## config.mk

```make
export PLATFORM = sky130hd
export DESIGN_NAME = microseq_ctrl
export DESIGN_NICKNAME = d
export VERILOG_FILES = /design/src/rtl/microseq_pkg.sv /design/src/rtl/useq_stack.sv /design/src/rtl/microseq_ctrl.sv
export SDC_FILE = /design/constraint.sdc
export NUM_CORES = 1
export LEC_CHECK = 0
export CAP_MARGIN = 20
export CORE_MARGIN = 2
export CORE_UTILIZATION = 35
export DETAILED_ROUTE_END_ITERATION = 16
export PLACE_DENSITY = 0.64
export SYNTH_ARGS = -nofsm -noshare
export SYNTH_HDL_FRONTEND = slang
export SYNTH_SLANG_ARGS = --single-unit
```

## constraint.sdc

```tcl
create_clock -name CLK -period 4.9 [get_ports CLK]
set_input_delay 0.98 -clock CLK [delete_from_list [all_inputs] [get_ports CLK]]
set_output_delay 0.98 -clock CLK [all_outputs]
set_load 0.1 [all_outputs]
```

## src/rtl/microseq_pkg.sv

```systemverilog
// rtl/microseq_pkg.sv - microword field map, sequencer opcodes and FSM states
package microseq_pkg;

  localparam int UWORD_W   = 40;

  localparam int SEQ_MSB   = 39;
  localparam int SEQ_LSB   = 37;
  localparam int ADDR_MSB  = 36;
  localparam int ADDR_LSB  = 31;
  localparam int ASEL_MSB  = 30;
  localparam int ASEL_LSB  = 28;
  localparam int BSEL_MSB  = 27;
  localparam int BSEL_LSB  = 25;
  localparam int DSEL_MSB  = 24;
  localparam int DSEL_LSB  = 22;
  localparam int ALUOP_MSB = 21;
  localparam int ALUOP_LSB = 19;
  localparam int RSVD_MSB  = 18;
  localparam int RSVD_LSB  = 16;
  localparam int RIN_MSB   = 15;
  localparam int RIN_LSB   = 0;

  localparam logic [2:0] SEQ_NEXT = 3'd0;
  localparam logic [2:0] SEQ_JMP  = 3'd1;
  localparam logic [2:0] SEQ_JZ   = 3'd2;
  localparam logic [2:0] SEQ_JN   = 3'd3;
  localparam logic [2:0] SEQ_CALL = 3'd4;
  localparam logic [2:0] SEQ_RET  = 3'd5;
  localparam logic [2:0] SEQ_HALT = 3'd6;
  localparam logic [2:0] SEQ_ILL  = 3'd7;

  typedef enum logic [1:0] {
    ST_IDLE = 2'd0,
    ST_RUN  = 2'd1,
    ST_HALT = 2'd2
  } state_t;

endpackage

```

## src/rtl/useq_stack.sv

```systemverilog
// rtl/useq_stack.sv - small LIFO holding micro-call return addresses
module useq_stack #(
  parameter int DEPTH = 4,
  parameter int W     = 6
) (
  input  logic         clk,
  input  logic         rst,
  input  logic         clr,
  input  logic         push,
  input  logic         pop,
  input  logic [W-1:0] din,
  output logic [W-1:0] dout,
  output logic         full,
  output logic         empty
);

  localparam int AW = (DEPTH > 1) ? $clog2(DEPTH) : 1;

  logic [W-1:0]  mem [2**AW];
  logic [AW:0]   sp;
  logic [AW-1:0] wr_idx;
  logic [AW-1:0] rd_idx;

  assign wr_idx = sp[AW-1:0];
  assign rd_idx = wr_idx - AW'(1);
  assign full   = (sp == (AW+1)'(DEPTH));
  assign empty  = (sp == '0);
  assign dout   = mem[rd_idx];

  always_ff @(posedge clk or posedge rst) begin
    if (rst) begin
      sp <= '0;
    end else if (clr) begin
      sp <= '0;
    end else if (push && !full) begin
      sp <= sp + (AW+1)'(1);
    end else if (pop && !empty) begin
      sp <= sp - (AW+1)'(1);
    end
  end

  // Storage needs no reset: entries are only read below the stack pointer.
  always_ff @(posedge clk) begin
    if (push && !full && !clr) begin
      mem[wr_idx] <= din;
    end
  end

endmodule

```

## src/rtl/microseq_ctrl.sv

```systemverilog
// rtl/microseq_ctrl.sv - micro-program sequencer: uPC, next-address mux and run/halt FSM
module microseq_ctrl
  import microseq_pkg::*;
#(
  parameter logic [5:0] START_ADDR  = 6'd0,
  parameter int         STACK_DEPTH = 4
) (
  input  logic               CLK,
  input  logic               RST,
  input  logic               START,
  input  logic               COND_Z,
  input  logic               COND_N,
  output logic [5:0]         UADDR,
  input  logic [UWORD_W-1:0] UWORD,
  output logic [2:0]         ASEL,
  output logic [2:0]         BSEL,
  output logic [2:0]         DSEL,
  output logic [15:0]        RIN,
  output logic [2:0]         ALUOP,
  output logic               BUSY,
  output logic               HALTED,
  output logic               ERR
);

  state_t     state, state_n;
  logic [5:0] upc, upc_n, upc_inc, tgt, ret_addr;
  logic [2:0] seq;
  logic       err, err_n;
  logic       push, pop, clr, full, empty;
  logic       unused_rsvd;

  assign seq         = UWORD[SEQ_MSB:SEQ_LSB];
  assign tgt         = UWORD[ADDR_MSB:ADDR_LSB];
  assign upc_inc     = upc + 6'd1;
  assign unused_rsvd = ^UWORD[RSVD_MSB:RSVD_LSB];
  assign UADDR       = upc;
  assign ERR         = err;

  useq_stack #(.DEPTH(STACK_DEPTH), .W(6)) u_stack (
    .clk   (CLK),
    .rst   (RST),
    .clr   (clr),
    .push  (push),
    .pop   (pop),
    .din   (upc_inc),
    .dout  (ret_addr),
    .full  (full),
    .empty (empty)
  );

  always_ff @(posedge CLK or posedge RST) begin
    if (RST) begin
      state <= ST_IDLE;
      upc   <= START_ADDR;
      err   <= 1'b0;
    end else begin
      state <= state_n;
      upc   <= upc_n;
      err   <= err_n;
    end
  end

  always_comb begin
    state_n = state;
    upc_n   = upc;
    err_n   = err;
    push    = 1'b0;
    pop     = 1'b0;
    clr     = 1'b0;
    case (state)
      ST_RUN: begin
        case (seq)
          SEQ_NEXT: upc_n = upc_inc;
          SEQ_JMP:  upc_n = tgt;
          SEQ_JZ:   upc_n = COND_Z ? tgt : upc_inc;
          SEQ_JN:   upc_n = COND_N ? tgt : upc_inc;
          SEQ_CALL: begin
            if (full) begin
              err_n   = 1'b1;
              state_n = ST_HALT;
            end else begin
              push  = 1'b1;
              upc_n = tgt;
            end
          end
          SEQ_RET: begin
            if (empty) begin
              err_n   = 1'b1;
              state_n = ST_HALT;
            end else begin
              pop   = 1'b1;
              upc_n = ret_addr;
            end
          end
          SEQ_HALT: state_n = ST_HALT;
          default: begin
            err_n   = 1'b1;
            state_n = ST_HALT;
          end
        endcase
      end
      default: begin
        if (START) begin
          state_n = ST_RUN;
          upc_n   = START_ADDR;
          err_n   = 1'b0;
          clr     = 1'b1;
        end
      end
    endcase
  end

  // Outside RUN every field is forced to zero so DSEL=0 suppresses register writes.
  always_comb begin
    ASEL   = '0;
    BSEL   = '0;
    DSEL   = '0;
    ALUOP  = '0;
    RIN    = '0;
    BUSY   = (state == ST_RUN);
    HALTED = (state == ST_HALT);
    if (state == ST_RUN) begin
      ASEL  = UWORD[ASEL_MSB:ASEL_LSB];
      BSEL  = UWORD[BSEL_MSB:BSEL_LSB];
      DSEL  = UWORD[DSEL_MSB:DSEL_LSB];
      ALUOP = UWORD[ALUOP_MSB:ALUOP_LSB];
      RIN   = UWORD[RIN_MSB:RIN_LSB];
    end
  end

endmodule

```

After elaboration in Yosys (flattened, before gate mapping)
Memories as Yosys holds them, arrays and structs flattened.
Index checks and enable logic that the tools add are counted.
- logic and storage cells: 75
- memory bits (writable): 24
- register bits: 12
- output and inout port bits: 37
- memories: 1
- reductions and logical operators: 15
- equal/unequal tests: 16
- muxes and demuxes: 35
- add/subtract/negate cells: 4
- memory list (memory ; depth ; bits a word ; rd ports ; clocked after Yosys merged registers in ; write ports ; RTL line ; source):
    u_stack.mem ; 4 ; 6 ; 1 ; 0 ; 1 ; useq_stack.sv:19 ; logic [W-1:0] mem [2**AW];
- operators by type and width (cell ; count):
    two-way mux 6 bit ; 6
    one-hot mux 6 bit (6 select lines) ; 1
    two-way mux 3 bit ; 7
    two-way mux 16 bit ; 1
    two-way mux 1 bit ; 14
    == test 3 bit (second input constant) ; 4
    AND reduction 4 bit ; 3
    two-way mux 2 bit ; 4
    inequality test 7 x 1 -> 1 bit (second input constant) ; 1
    adder 6 x 1 -> 6 bit (second input constant) ; 1
    == test 3 x 2 -> 1 bit (second input constant) ; 2
    zero test 3 bit ; 2
    inequality test 3 x 2 -> 1 bit (second input constant) ; 2
    inequality test 3 bit (second input constant) ; 2
    one-hot mux 2 bit (3 select lines) ; 1
    OR reduction 5 bit ; 1
    inequality test 2 bit (second input constant) ; 2
    OR reduction 4 bit ; 1
    adder 3 x 1 -> 3 bit (second input constant) ; 1
    == test 3 x 1 -> 1 bit (second input constant) ; 1
    logical AND 1 bit ; 3
    zero test 1 bit ; 3
    one-hot mux 1 bit (3 select lines) ; 1
    nonzero test 3 bit ; 1
    other kinds (5) ; 5

Logic depth before layout (Yosys ltp)
Gate-level depths: netlist of run 1.
- depth in word-level cells: 8
- gate-level depth with buffers: 9
- depth with buffers taken out: 9

Modules after synthesis
Synthesis of run 1 repeated with hierarchy kept, for this count alone.
- cells, all modules: 189
- area total of the unflattened synthesis: 2140.8 µm²
- modules (own cells, without submodules) (module ; instances ; cells each ; area an instance (µm²)):
    useq_stack ; 1 ; 72 ; 1217.4
    microseq_ctrl ; 1 ; 117 ; 923.4

Worst setup path after synthesis of run 1
Ideal clock, no wire load.
- path type: reg2out
- from: reg state[1]
- to: out RIN[10]
- arrival time: 2.463 ns
- required time: 3.920 ns
- buffers on the path: 1
- cell stages (with the launch flop): 5
- setup slack: 1.457 ns
- cells stage by stage: dfrtp_1 -> nand2b_4 -> inv_1 -> clkbuf_1 -> and2_1
- longest elaborated chain between the ends: 2
- RTL lines (what ; RTL line ; source):
    start: declaration ; microseq_ctrl.sv:25 ; state_t state, state_n;
    start signal: assignment ; microseq_ctrl.sv:57 ; state <= state_n;
    == test 2 x 1 -> 1 bit ; n/a ;
    net BUSY ; microseq_ctrl.sv:20 ; output logic BUSY,
    two-way mux 16 bit ; microseq_ctrl.sv:122 ; if (state == ST_RUN) begin
    end: declaration ; microseq_ctrl.sv:18 ; output logic [15:0] RIN,
The timed path passes the listed nets, and every way through them passes these cells.

Worst setup path in the final report of run 1
- from: reg state[1]
- to: out ALUOP[2]
- longest elaborated chain between the ends: 2
- RTL lines (what ; RTL line ; source):
    == test 2 x 1 -> 1 bit ; microseq_ctrl.sv:122 ;
    two-way mux 3 bit ; microseq_ctrl.sv:122 ;
    end: declaration ; microseq_ctrl.sv:19 ; output logic [2:0] ALUOP,
No other way between the ends.

==> results of run 1 <==
-- layout make-up --
cell class | instances | area share (%)
clock buffers | 7 | 2.99
flip-flops and latches | 36 | 35.4
multi-input cells | 109 | 31.5
well taps | 72 | 3.12
repair buffers | 78 | 25.7
clock inverters | 1 | 0.260
inverters | 8 | 1.04
-- logic make-up (layout without fill, tap and decap cells) --
kind of cell    Yosys count  count (layout)  share of synthesized area [%]
compound gates           28              28                           11.0
simple gates             61              61                           19.0
mux                       9               9                           8.29
xor+xnor                  5               5                           2.56
fa+ha+maj                 6               6                           4.11
flops                    36              36                           50.9
buf+inv                  15              94                           4.18
-- sequential cells by signal, summed over array words and instances, names as in the netlist --
signal and flops:
state 2, u_stack.sp 3, UADDR 6, ERR 1, u_stack.mem 24
-- final timing paths --
kind                           from       endpoint  slack (ns)  depth (start not counted)
setup / recovery           state[1]       ALUOP[2]        1.23                          4
hold / removal                  ERR            ERR        0.51                          1
setup reg to reg           state[1]  u_stack.sp[2]        2.19                          9
hold reg to reg                 ERR            ERR        0.51                          1
max in group asynchronous       RST  u_stack.sp[2]        3.54                          2
min in group asynchronous       RST       UADDR[0]        1.02                          2
-- synthesized netlist by cell type, drive strengths merged (2+ instances only) --
master  instances  area share [%]
a21oi           6             1.5
a222oi          3             1.5
a31oi           2            0.62
and2           33              10
buf             3             1.7
clkbuf          3            0.56
dfrtp          12              15
edfxtp         24              36
ha              5             3.1
inv             8             1.5
mux2i           2             1.0
mux4            6             6.7
nand2           8             1.6
nand3           2            0.50
nand3b          5             1.9
nor2            4            0.75
o21a            2            0.75
o21ai           4             1.0
xnor2           3             1.3
xor2            2             1.2
-- through the flow --
step	hold WS, ns	setup slack [ns]	util, %	area [um2]
6_report	0.510	1.23	52.4	2890
5_1_grt	0.555	1.05	52.4	2890
4_1_cts	0.512	1.21	52.4	2890
3_5_place_dp	0.496	1.24	50.7	2790
3_3_place_gp	0.490	1.24	50.7	2790
2_1_floorplan	0.479	1.46	-	2010
-- cell usage in the layout, fill, tap and decap left out, drive strengths merged, types with 2 or more instances in the layout --
cell type	Yosys	layout
nor2	4	4
nand2	8	8
o21a	2	2
clkdlybuf4s50	0	63
ha	5	5
a222oi	3	3
a31oi	2	2
nand3b	5	5
nand3	2	2
dfrtp	12	12
a21oi	6	6
edfxtp	24	24
and2	33	33
xor2	2	2
buf	3	15
inv	8	8
mux4	6	6
mux2i	2	2
xnor2	3	3
o21ai	4	4
clkbuf	3	7
-- metal layers --
| layer | vias up | global-route usage (%) | part of all wire (%) | wire length (um) |
|---|---|---|---|---|
| met5 | - | 0 | 0 | 0 |
| met4 | 0 | 4.14 | 0.98 | 47 |
| met3 | 4 | 3.28 | 3.1 | 147 |
| met2 | 21 | 23.6 | 51 | 2450 |
| met1 | 714 | 22.1 | 45 | 2130 |
| li1 | 738 | - | - | - |
==> impl_metrics.ini, run 1 <==
[run_status]
status = completed

[critical_path]
end_kind = output pin
cp.required_ns = 3.92
crit_fanout = 30
cp_slowest_cell = clkdlybuf4s50_1
critPathKind = reg2out
critPathMaxStageDelay_ns = 1.13
crit_buf_inv = 2
path_delay_family = buffers and inverters
crit_chain = nand2b_4, inv_1, and2_1, clkdlybuf4s50_1
arrival_ns = 2.69
startpoint_type = register

[global_routing]
grtUsageTotal_pct = 15.4
grt_overflow = 0
grt_pass1_vias = 1420
antenna_found_initial = 0
grt_start_max_net_pins = 31
grt_pass1_wl_mm = 7.38

[synth]
syn_area_per_cell_um2 = 12.5
synth_ff_type = edfxtp_1
seq_area_frac_synth_pct = 50.9
syn_nets = 211
synth_cell_types = 47
yosys_warnings = 0
syn_inst = 160
ys_ff_latch = 36
synth.cell_area_um2 = 2010
synthArstFlopShare_pct = 33.3
synth_edf_count = 24

[place]
portBuffers = 78
routabilityCongestion = 0.723
dp_hpwl_mm = 3.61
placed_cells = 303

[sta]
hold_viol = 0
setup_viol = 0
fmax_mhz = 273
slew_headroom_pct = 34.6
timing.setup.tns_ns = 0
finalClockSkew_ns = 0.00203
timing.final.crit_share_pct = 74.8
worst_slew_pin_slew_ns = 0.977
slew_violations = 0
grt_setup_unrepaired = no
fin_crit_ns = 3.67

[floorplan]
die_area_um2 = 6360
start_util_pct = 36.4
io_pins = 82
core-area_um2 = 5510
die_y_um = 79.7
die_w_um = 79.7
num_rows = 27

[routing]
via_per_inst = 4.75
drt-pass1-iter-count = 5
totalWireLength_mm = 4.78
drt_iter0_drc = 82
drc_errors = 0
ant_nets = 0
dr_total_vias = 1477
wire_per_inst_um = 15.4

[clocking]
cts_setup_buffers = 0
cts_buffers = 5
cts_root_buffer = clkbuf_8
cts_resized = 0
clockBufferDepth = 2
ctsHoldBuffers = 0
cts_tree = done
clock-sinks = 36
clk_pin_slew_worst_paths_ns = 0.07
htree_levels = 2
insertion_delay_ns = 0.28

[hold_path]
min_path_type = reg2reg

[flow_run]
drv_cap = 0

[layout]
diodes = 0
multi_input_comb_area_um2 = 908
nFillCells = 479
drive_gt1_share_pct = 16.3
area_growth_pct = 43.8
num-nets-final = 289
regArea_um2 = 1020
finalNonFillerCells = 311
Power of run 1 is left out: the tool's default activity adds up to more than one toggle a clock period on the data nets, which glitch-free logic cannot reach.
==> inputs of run 2 (changes only) <==
clock period = 3.6 ns   (was 4.9 ns; I/O delays follow)
==> run 2 against run 1 <==
Non-clock buffer count up 3. Critical endpoint is now u_stack.sp[1]. Final area shrank 0.26%. Critical path type is now in2reg. Wire length up 0.31%. Via count grew 2.6%. Sequential share of layout area up 0.092 points. Critical path depth increased by 2. Worst hold slack worse by 0.0012 ns. Sequential cell count stayed put. Clock skew is 0.0035 ns higher. Utilization is 0.14 points lower. Highest routed layer unchanged.
==> impl_metrics.ini, run 2 (same netlist as run 1, synthesis figures left out) <==
[layout]
top_register = u_stack.mem
drive_gt1_share_pct = 23.1
num-nets-final = 292
diodes = 0
layout_commonest_cell = clkdlybuf4s50_1
mostFrequentLayoutCells = clkdlybuf4s50_1, and2_1, buf_4
area_growth_pct = 43.5
largest_reg_flops = 24

[sta]
fmax_mhz = 366
fin_crit_ns = 2.73
hold_viol = 0
setup_viol = 0
finalClockSkew_ns = 0.00553
timing.final.crit_share_pct = 75.9
slew_violations = 0
timing.setup.tns_ns = 0
grt_setup_unrepaired = no
worst_slew_pin_slew_ns = 0.970
slew_headroom_pct = 35.1

[run_status]
status = completed

[routing]
drc_errors = 0
wire_per_inst_um = 15.3
dr_total_vias = 1516
ant_nets = 0
via_per_inst = 4.83
totalWireLength_mm = 4.80
drt-pass1-iter-count = 4
drt_iter0_drc = 85

[place]
routabilityCongestion = 0.752
portBuffers = 78
dp_hpwl_mm = 3.51

[global_routing]
antenna_found_initial = 0
grt_start_max_net_pins = 30
grt_pass1_wl_mm = 7.20
grt_overflow = 0
grtUsageTotal_pct = 15.1
grt_pass1_vias = 1399

[clocking]
cts_resized = 0
cts_tree = done
cts_setup_buffers = 0
ctsHoldBuffers = 0
cts_buffers = 5
insertion_delay_ns = 0.28
clk_pin_slew_worst_paths_ns = 0.07
cts_root_buffer = clkbuf_8
clock-sinks = 36
htree_levels = 2
clockBufferDepth = 2

[floorplan]
start_util_pct = 36.4
die_w_um = 79.7
die_y_um = 79.7
num_rows = 27
core-area_um2 = 5510
die_area_um2 = 6360
io_pins = 82

[critical_path]
cp_slowest_cell = clkdlybuf4s50_1
r2r_end = u_stack.sp[1]
startpoint_type = input pin
path_depth = 6
end_kind = register
path_delay_family = buffers and inverters
crit_buf_inv = 2
reg2reg_slack_ns = 1.29
crit_fanout = 10
crit_chain = clkdlybuf4s50_1, nand3b_1, a211oi_1, inv_1, fa_1, mux2_2
critPathKind = in2reg
cp.required_ns = 3.77
reg2regPathDepth = 7
startpoint = UWORD[39]
critPathMaxStageDelay_ns = 0.70
arrival_ns = 2.91
crit_path_end = u_stack.sp[1]
regToRegStartpoint = u_stack.sp[0]

[hold_path]
min_path_type = reg2reg
hold_path_depth = 1

[flow_run]
drv_cap = 0
run 2: changes by cell type in the layout (fill, tap and decap cells not counted):
cell / delta
nor4b_2: -1
nor4b_1: +1
clkbuf_8: -1
clkdlybuf4s50_1: -15
buf_4: +18
bufinv_16: +1
clkinv_2: +1
clkinvlp_4: -1
run 2: per-stage QoR:
stage          instance area [um2]  setup WS (ns)  cells  util [%]  hold WS [ns]
6_report                      2880          0.867    314      52.3         0.509
5_1_grt                       2880          0.686    314      52.3         0.529
4_1_cts                       2880          0.873    314      52.3         0.516
3_5_place_dp                  2770          0.595    306      50.3         0.495
3_3_place_gp                  2770          0.627    306      50.3         0.490
2_1_floorplan                 2010          0.417    160         -         0.479
run 2: worst min path at each step:
| stage | from | to | slack, ns |
|---|---|---|---|
| global route | state[1] | state[1] | 0.53 |
| detailed placement | ERR | ERR | 0.50 |
| floorplan | state[1] | state[1] | 0.48 |
| finish | state[1] | state[1] | 0.51 |
| CTS | state[1] | state[1] | 0.52 |
| global placement | ERR | ERR | 0.49 |
run 2: area by class of cell:
cell class | instances | area [um2]
Clock buffer | 6 | 72.6
Clock inverter | 2 | 35.0
Fill cell | 488 | 2630
Inverter | 8 | 30.0
Multi-Input combinational cell | 109 | 902
Sequential cell | 36 | 1020
Tap cell | 72 | 90.1
Timing Repair Buffer | 81 | 728
run 2: routing by layer:
| layer | GRT usage [%] | vias up | wire length, um |
|---|---|---|---|
| li1 | - | 743 | - |
| met1 | 20.8 | 731 | 2090 |
| met2 | 23.5 | 35 | 2470 |
| met3 | 3.39 | 7 | 187 |
| met4 | 5.34 | 0 | 52 |
| met5 | 0 | - | 0 |
Power of run 2 is left out for the same reason.
